**config.mk**
```make
export PLATFORM = sky130hd
export DESIGN_NAME = bnn_param_loader
export DESIGN_NICKNAME = d
export VERILOG_FILES = /design/src/rtl/bnn_param_loader.sv
export SDC_FILE = /design/constraint.sdc
export NUM_CORES = 1
export LEC_CHECK = 0
export BUFFER_PORTS_ARGS = -buffer_cell sky130_fd_sc_hd__buf_2
export CAP_MARGIN = 20
export CORE_UTILIZATION = 55
export CTS_CLUSTER_SIZE = 28
export DETAILED_ROUTE_END_ITERATION = 10
export PLACE_DENSITY = 0.81
export SYNTH_ARGS = -nofsm -noshare
export SYNTH_HDL_FRONTEND = slang
export SYNTH_SLANG_ARGS = --single-unit
```
**constraint.sdc**
```tcl
create_clock -name clk -period 4.78 [get_ports clk]
set_clock_uncertainty 0.2 [all_clocks]
set_input_delay 0.239 -clock clk [delete_from_list [all_inputs] [get_ports clk]]
set_output_delay 0.239 -clock clk [all_outputs]
set_load 0.01 [all_outputs]
```
**src/rtl/bnn_param_loader.sv**
```systemverilog
// Loads the binary-neuron array's serial parameter chain from host bytes.
// Bytes are shifted MSB-first and setup_o is high only on cycles that carry a
// chain bit. After the last bit a settle window runs, then run_valid is raised.
module bnn_param_loader #(
    parameter int CHAIN_BITS    = 128,
    parameter int SETTLE_CYCLES = 2
) (
    input  logic                              clk,
    input  logic                              rst_n,
    input  logic                              start,
    input  logic                              abort,
    input  logic [7:0]                        byte_data,
    input  logic                              byte_valid,
    output logic                              byte_ready,
    output logic                              setup_o,
    output logic                              param_o,
    output logic                              busy,
    output logic                              run_valid,
    output logic [$clog2(CHAIN_BITS+1)-1:0]   bits_left
);

    localparam int LW = $clog2(CHAIN_BITS + 1);
    localparam int SW = $clog2(SETTLE_CYCLES + 1);

    typedef enum logic [1:0] {IDLE, LOAD, SETTLE, RUN} state_t;

    state_t        state, state_n;
    logic [7:0]    shreg, shreg_n;
    logic [3:0]    pend, pend_n;
    logic [LW-1:0] left_n;
    logic [SW-1:0] settle_cnt, settle_n;
    logic          setup_n, param_n, ready_n, busy_n, run_n;
    logic          hs;

    assign hs = byte_valid && byte_ready;

    // Next-state and next-output computation; all outputs are registered.
    always_comb begin
        state_n  = state;
        shreg_n  = shreg;
        pend_n   = pend;
        left_n   = bits_left;
        settle_n = settle_cnt;
        setup_n  = 1'b0;
        param_n  = 1'b0;
        unique case (state)
            IDLE, RUN: begin
                if (start) begin
                    state_n  = LOAD;
                    left_n   = LW'(CHAIN_BITS);
                    pend_n   = '0;
                    settle_n = '0;
                end
            end
            LOAD: begin
                if (abort) begin
                    state_n = IDLE;
                    left_n  = LW'(CHAIN_BITS);
                    pend_n  = '0;
                end else begin
                    // Emit the next pending bit; a byte accepted on the same
                    // edge replaces the shifter so streaming stays gapless.
                    if (pend != '0) begin
                        setup_n = 1'b1;
                        param_n = shreg[7];
                        shreg_n = {shreg[6:0], 1'b0};
                        pend_n  = pend - 4'd1;
                        if (bits_left != '0)
                            left_n = bits_left - LW'(1);
                    end
                    if (hs) begin
                        shreg_n = byte_data;
                        pend_n  = 4'd8;
                    end
                    if (left_n == '0) begin
                        state_n  = SETTLE;
                        settle_n = '0;
                    end
                end
            end
            SETTLE: begin
                if (abort) begin
                    state_n = IDLE;
                    left_n  = LW'(CHAIN_BITS);
                    pend_n  = '0;
                end else if (settle_cnt == SW'(SETTLE_CYCLES)) begin
                    state_n = RUN;
                end else begin
                    settle_n = settle_cnt + SW'(1);
                end
            end
            default: state_n = IDLE;
        endcase
        ready_n = (state_n == LOAD) &&
                  ((pend_n == '0) || ((pend_n == 4'd1) && (left_n > LW'(1))));
        busy_n  = (state_n == LOAD) || (state_n == SETTLE);
        run_n   = (state_n == RUN);
    end

    // State and output registers with synchronous active-low reset.
    always_ff @(posedge clk) begin
        if (!rst_n) begin
            state      <= IDLE;
            shreg      <= '0;
            pend       <= '0;
            settle_cnt <= '0;
            bits_left  <= LW'(CHAIN_BITS);
            byte_ready <= 1'b0;
            setup_o    <= 1'b0;
            param_o    <= 1'b0;
            busy       <= 1'b0;
            run_valid  <= 1'b0;
        end else begin
            state      <= state_n;
            shreg      <= shreg_n;
            pend       <= pend_n;
            settle_cnt <= settle_n;
            bits_left  <= left_n;
            byte_ready <= ready_n;
            setup_o    <= setup_n;
            param_o    <= param_n;
            busy       <= busy_n;
            run_valid  <= run_n;
        end
    end

endmodule

```
# --- Word level (Yosys, flattened, before mapping) ---
# Cells that the tools add are included.
totals:
  ff_bits: 29
  word_cells: 76
  inputBits: 13
  out_inout_bits: 13
classes:
  eq_ne: 13
  bitwise: 4
  n_lt_le_gt_ge: 1
  addsub: 3
  mux: 29
  reduce_logical: 16
ops:
  columns: ["cell", "n"]
  rows:
  - ["$mux W8", 9]
  - ["$pmux W8 S3", 1]
  - ["$mux W2", 10]
  - ["$mux W4", 5]
  - ["$pmux W2 S3", 2]
  - ["$pmux W4 S3", 1]
  - ["$eq A2 B2 Y1 const B", 5]
  - ["$ne A2 B2 Y1 const B", 5]
  - ["$gt A8 B1 Y1 const B", 1]
  - ["$logic_not A8 Y1", 1]
  - ["$reduce_bool A8 Y1", 1]
  - ["$sub A8 B1 Y8 const B", 1]
  - ["$reduce_and A5 Y1", 1]
  - ["$eq A2 B1 Y1 const B", 2]
  - ["$eq A4 B1 Y1 const B", 1]
  - ["$logic_not A4 Y1", 1]
  - ["$not A1 Y1", 4]
  - ["$reduce_bool A4 Y1", 1]
  - ["$reduce_or A4 Y1", 1]
  - ["$sub A4 B1 Y4 const B", 1]
  - ["$logic_and A1 B1 Y1", 3]
  - ["$reduce_and A3 Y1", 1]
  - ["$reduce_or A3 Y1", 1]
  - ["$add A2 B1 Y2 const B", 1]
  - ["other kinds (5)", 6]

# --- Logic depth before layout (Yosys ltp) ---
depth:
  word_depth: 11
  ltp_mapped: 15

# --- Least setup slack after synthesis ---
# No wires, ideal clock.
synth_timing:
  kind: "flip-flop to flip-flop"
  startpoint: "register bits_left[0]"
  endpoint: "register byte_ready"
  synth_period_minus_slack_ns: 2.998
  t_arrival_ns: 2.724
  setup_time_ns: 0.074
  required_ns: 4.506
  path_stages_with_launch: 15
  slack_ns: 1.782
  cell_sequence: "dfxtp_1 > clkbuf_1 > inv_1 > ha_1 > clkbuf_1 > nor2b_1 > nand4_1 > o311ai_2 > a21oi_2 > nor3_2 > o31ai_1 > ha_1 > nand3_1 > or3_1 > a31oi_1"
synth_between:
  elab_chain_len: 11
  elab_cells_between_ends: 19
  cone_classes: "1 x add/sub; 1 x order compare; 1 x eq/ne; 11 x mux; 5 x reduce/logical"
synth_lines:
  columns: ["item", "line_no", "source"]
  rows:
  - ["start, declared", "19", "output logic [$clog2(CHAIN_BITS+1)-1:0] bits_left"]
  - ["start signal, assigned", "107", "bits_left <= LW'(CHAIN_BITS);"]
  - ["start signal, assigned", "118", "bits_left <= left_n;"]
  - ["$sub A8 B1 Y8 or $reduce_bool A8 Y1 (tied branches)", "69, 68", null]
  - ["$mux W8", "68", "if (bits_left != '0)"]
  - ["$mux W8 (*)", "63", "if (pend != '0) begin"]
  - ["$mux W8 (*)", "56", "if (abort) begin"]
  - ["$mux W8 (*)", "46", "unique case (state)"]
  - ["$logic_not A8 Y1 (*)", "75", "if (left_n == '0) begin"]
  - ["$mux W2 (*)", "75", null]
  - ["$mux W2 (*)", "56", null]
  - ["$pmux W2 S3 (*)", "46", null]
  - ["via state_n[0]", "27", "state_t state, state_n;"]
  - ["$eq A2 B1 Y1 (*)", "94", "ready_n = (state_n == LOAD) &&"]
  - ["$logic_and A1 B1 Y1 (*)", "94", null]
  - ["end signal, assigned", "119", "byte_ready <= ready_n;"]
  - ["end, declared", "14", "output logic byte_ready,"]
# Mark *: on every way through the listed nets, which the timed path passes. The rest lies on a longest branch. The select of a mux whose other input is x is not followed.
# A chain may end at the register's enable or synchronous reset.

# --- Worst setup path in the final report ---
# Ends and elaborated chain as after synthesis.

==> results by group <==
Setup path
  • Critical path required time: between 4000 and 5000 ps
  • Worst path bufs/invs: 1
  • Worst path arrival time: 3300 ps
  • WS Path Type: flop to flop
  • Slowest Stage Delay on Critical Path: 520 ps
  • Startpoint types: flop
  • Top Family by Delay on Critical Path: compound AO/OA/AOI/OAI gates
  • Slowest cell on the critical path: dfxtp_1
  • Worst-path cell chain: inv_1, ha_1, nor2b_1, nand4_1, o311ai_2, a21oi_2, nor3_2, o31ai_1, ha_1, nand3_1, or3_1, a31oi_1
  • Crit Path Max Fanout: 10
  • Most frequent CP cell: ha_1
  • Setup crit end kind: flop

Synthesis
  • Main synth FF type: dfxtp_1
  • Ys Warns: 0
  • Synthesized flop and latch total: 29
  • Mapped Avg Cell Area: 8.07 um2
  • Synth top area share: 30.5%
  • Asr flop ratio synth: 0%
  • Syn nets: 257
  • Post-synth top area cell: dfxtp_1
  • Post-synth cell types: 47
  • Area of the mapped netlist: approximately 0.0019 mm2
  • Most frequent cells after synthesis: dfxtp_1, nand2_1, nand3_1, and2_1
  • Number of flops mapped to enable cells by yosys: 0
  • Most common cell in the netlist: dfxtp_1
  • Sequential-to-total area share from yosys stat: 30.5%
  • Cell count after synthesis: 236
  • Synth area leaders: dfxtp_1, nand3_1, ha_1

Power and ir drop
  • Largest vdd supply drop: 373 uV
  • Leak: 0.901 nW
  • P per Cell Area: 380 mW/mm2

CTS
  • CTS buffer count: 5
  • Post-CTS Repair Setup Buffers: 0
  • CTS Hold Bufs: 1
  • Root buffer cell: clkbuf_4
  • Clock latency on the worst-skew pair: approximately 340 ps
  • Max Buffers Root-to-Sink: 2
  • Worst-path clk slew: 100 ps
  • CTS tree: yes
  • H-tree levels: 2
  • Resized cells post-CTS: 0
  • Sink Count: 29

Floorplanning
  • DIE AREA: 0.00370 mm2
  • Initial Util: 57.1%
  • Cell Rows: 21
  • Die width: 60.8 um
  • I/O pin count: 26
  • Core Box Area: 0.00334 mm2
  • Die height: 60.8 um

Global routing
  • Vias in the first global route: 1626
  • Largest net degree at the start of global routing: 31
  • Global-route wire length before repair: about 7.3 mm
  • Total Routing Usage GR: about a quarter
  • Antenna violations before repair: 0
  • Grt ovf: 0

STA
  • Slew headroom: around a third
  • Final Hold Fails: 0
  • Actual slew at the worst max-slew pin: 995 ps
  • Setup violators final: 0
  • RSZ-0062 raised after global routing: false
  • Final period utilization: 67.6%
  • Setup TNS: 0 ps
  • Fmax: 310 MHz
  • Crit path time final: between 3000 and 4000 ps
  • Final slew viol count: 0
  • Final Worst Setup Slack: about 1600 ps

Detailed routing
  • Post-DR wirelength/cell: 14.6 um
  • Antenna Nets Post-Route: 0
  • Total number of vias: 1828
  • DR pass1 iterations: 5
  • Via density: 6.07
  • DRC Markers: 0
  • Initial DRC count: 174
  • Final WL: 4.40 mm

Worst hold path
  • Hold crit path type: primary input to flop

Finish
  • Design Area, Final: about 0.0021 mm2
  • Layout area overhead: 11.5%
  • Final Net Count: ~280
  • Layout filler cell count: 317
  • Ant. Diodes: 0
  • Final core occ: 63.6%
  • Layout cells sized above 1: 18.4%

Flow run
  • MaxCap Viol Count: 0

Placement
  • Gpl congestion: 0.926
  • Dpl ws: roughly 1600 ps
  • DP Area: about 0.0020 mm2
  • Final HPWL DP: roughly 3.2 mm
  • IO Port Bufs: 25

Status
  • Status: complete, no violations
sequential cells by signal, summed over array words and instances (netlist names):
name	flops
state	2
shreg	8
settle_cnt	2
pend	4
param_o	1
setup_o	1
run_valid	1
bits_left	8
byte_ready	1
busy	1
routing by layer:
layer	global-route usage (%)	routed length, um
met2	41.0	2070
met1	35.2	1980
met5	0	0
met4	13.3	117
met3	6.18	238
power by group:
group,switching [mW],total (mW),internal (mW)
clock,0.0891,0.251,0.162
sequential,0.0203,0.285,0.265
combinational,0.165,0.270,0.105
total,0.274,0.806,0.532
per-stage QoR:
step           total power, mW  hold WS (ps)  instances
5_1_grt                  0.859          54.4        301
2_1_floorplan            0.484           202        236
4_1_cts                  0.808          44.0        301
3_5_place_dp             0.553           258        292
6_report                 0.806          55.5        301
3_3_place_gp             0.546           246        292
path summary, 6_finish.rpt:
| kind | start | end | slack, ps | depth (start not counted) |
|---|---|---|---|---|
| min | byte_valid | shreg[0]$_SDFFE_PN0P_ | 60 | 3 |
| min reg2reg | settle_cnt[0]$_SDFFE_PN0P_ | settle_cnt[0]$_SDFFE_PN0P_ | 270 | 2 |
| max | bits_left[0]$_SDFF_PN0_ | byte_ready$_SDFF_PN0_ | 1550 | 12 |
| max reg2reg | bits_left[0]$_SDFF_PN0_ | byte_ready$_SDFF_PN0_ | 1550 | 12 |
final cells by class:
cell class	count	area (um2)	area share, %
clock buffer	5	37.5	1.77
clock inverter	3	65.1	3.06
inverter	11	41.3	1.94
multi-input combinational	181	1210	56.8
sequential	29	581	27.3
tap	46	57.6	2.71
timing repair buffer	26	135	6.36
kinds of logic (layout without fill, tap and decap cells):
logic type / count (synthesis) / in the layout / synth area share (%)
and+or+nand+nor: 109 / 109 / 31.7
DFF: 29 / 29 / 30.5
buffers and inverters: 26 / 45 / 6.18
adders and majority gates: 8 / 8 / 5.26
muxes: 5 / 5 / 2.69
AOI/OAI and AO/OA: 58 / 58 / 23.3
xor gates and xnor gates: 1 / 1 / 0.460
worst min-delay path, stage by stage:
cell	delay [ps]
buf_2	150
nand4_1	90
a21boi_0	70
layout by cell type (no fill, tap or decap), types with 3 or more instances in the layout:
| master | n |
|---|---|
| o31ai_1 | 3 |
| nand4_1 | 7 |
| or3_1 | 3 |
| nor3_1 | 7 |
| o22ai_1 | 3 |
| a31oi_1 | 5 |
| buf_2 | 25 |
| a21o_1 | 3 |
| o211a_1 | 9 |
| ha_1 | 8 |
| nand2b_1 | 5 |
| a22oi_1 | 3 |
| inv_1 | 11 |
| a21oi_1 | 7 |
| o21ai_0 | 11 |
| o211ai_1 | 3 |
| and2_1 | 12 |
| nand3_1 | 21 |
| mux2i_1 | 4 |
| nor2_1 | 11 |
| nor2b_1 | 8 |
| nand2_1 | 21 |
| dfxtp_1 | 29 |
| clkbuf_4 | 5 |
Power figures use the tool's default switching activity.
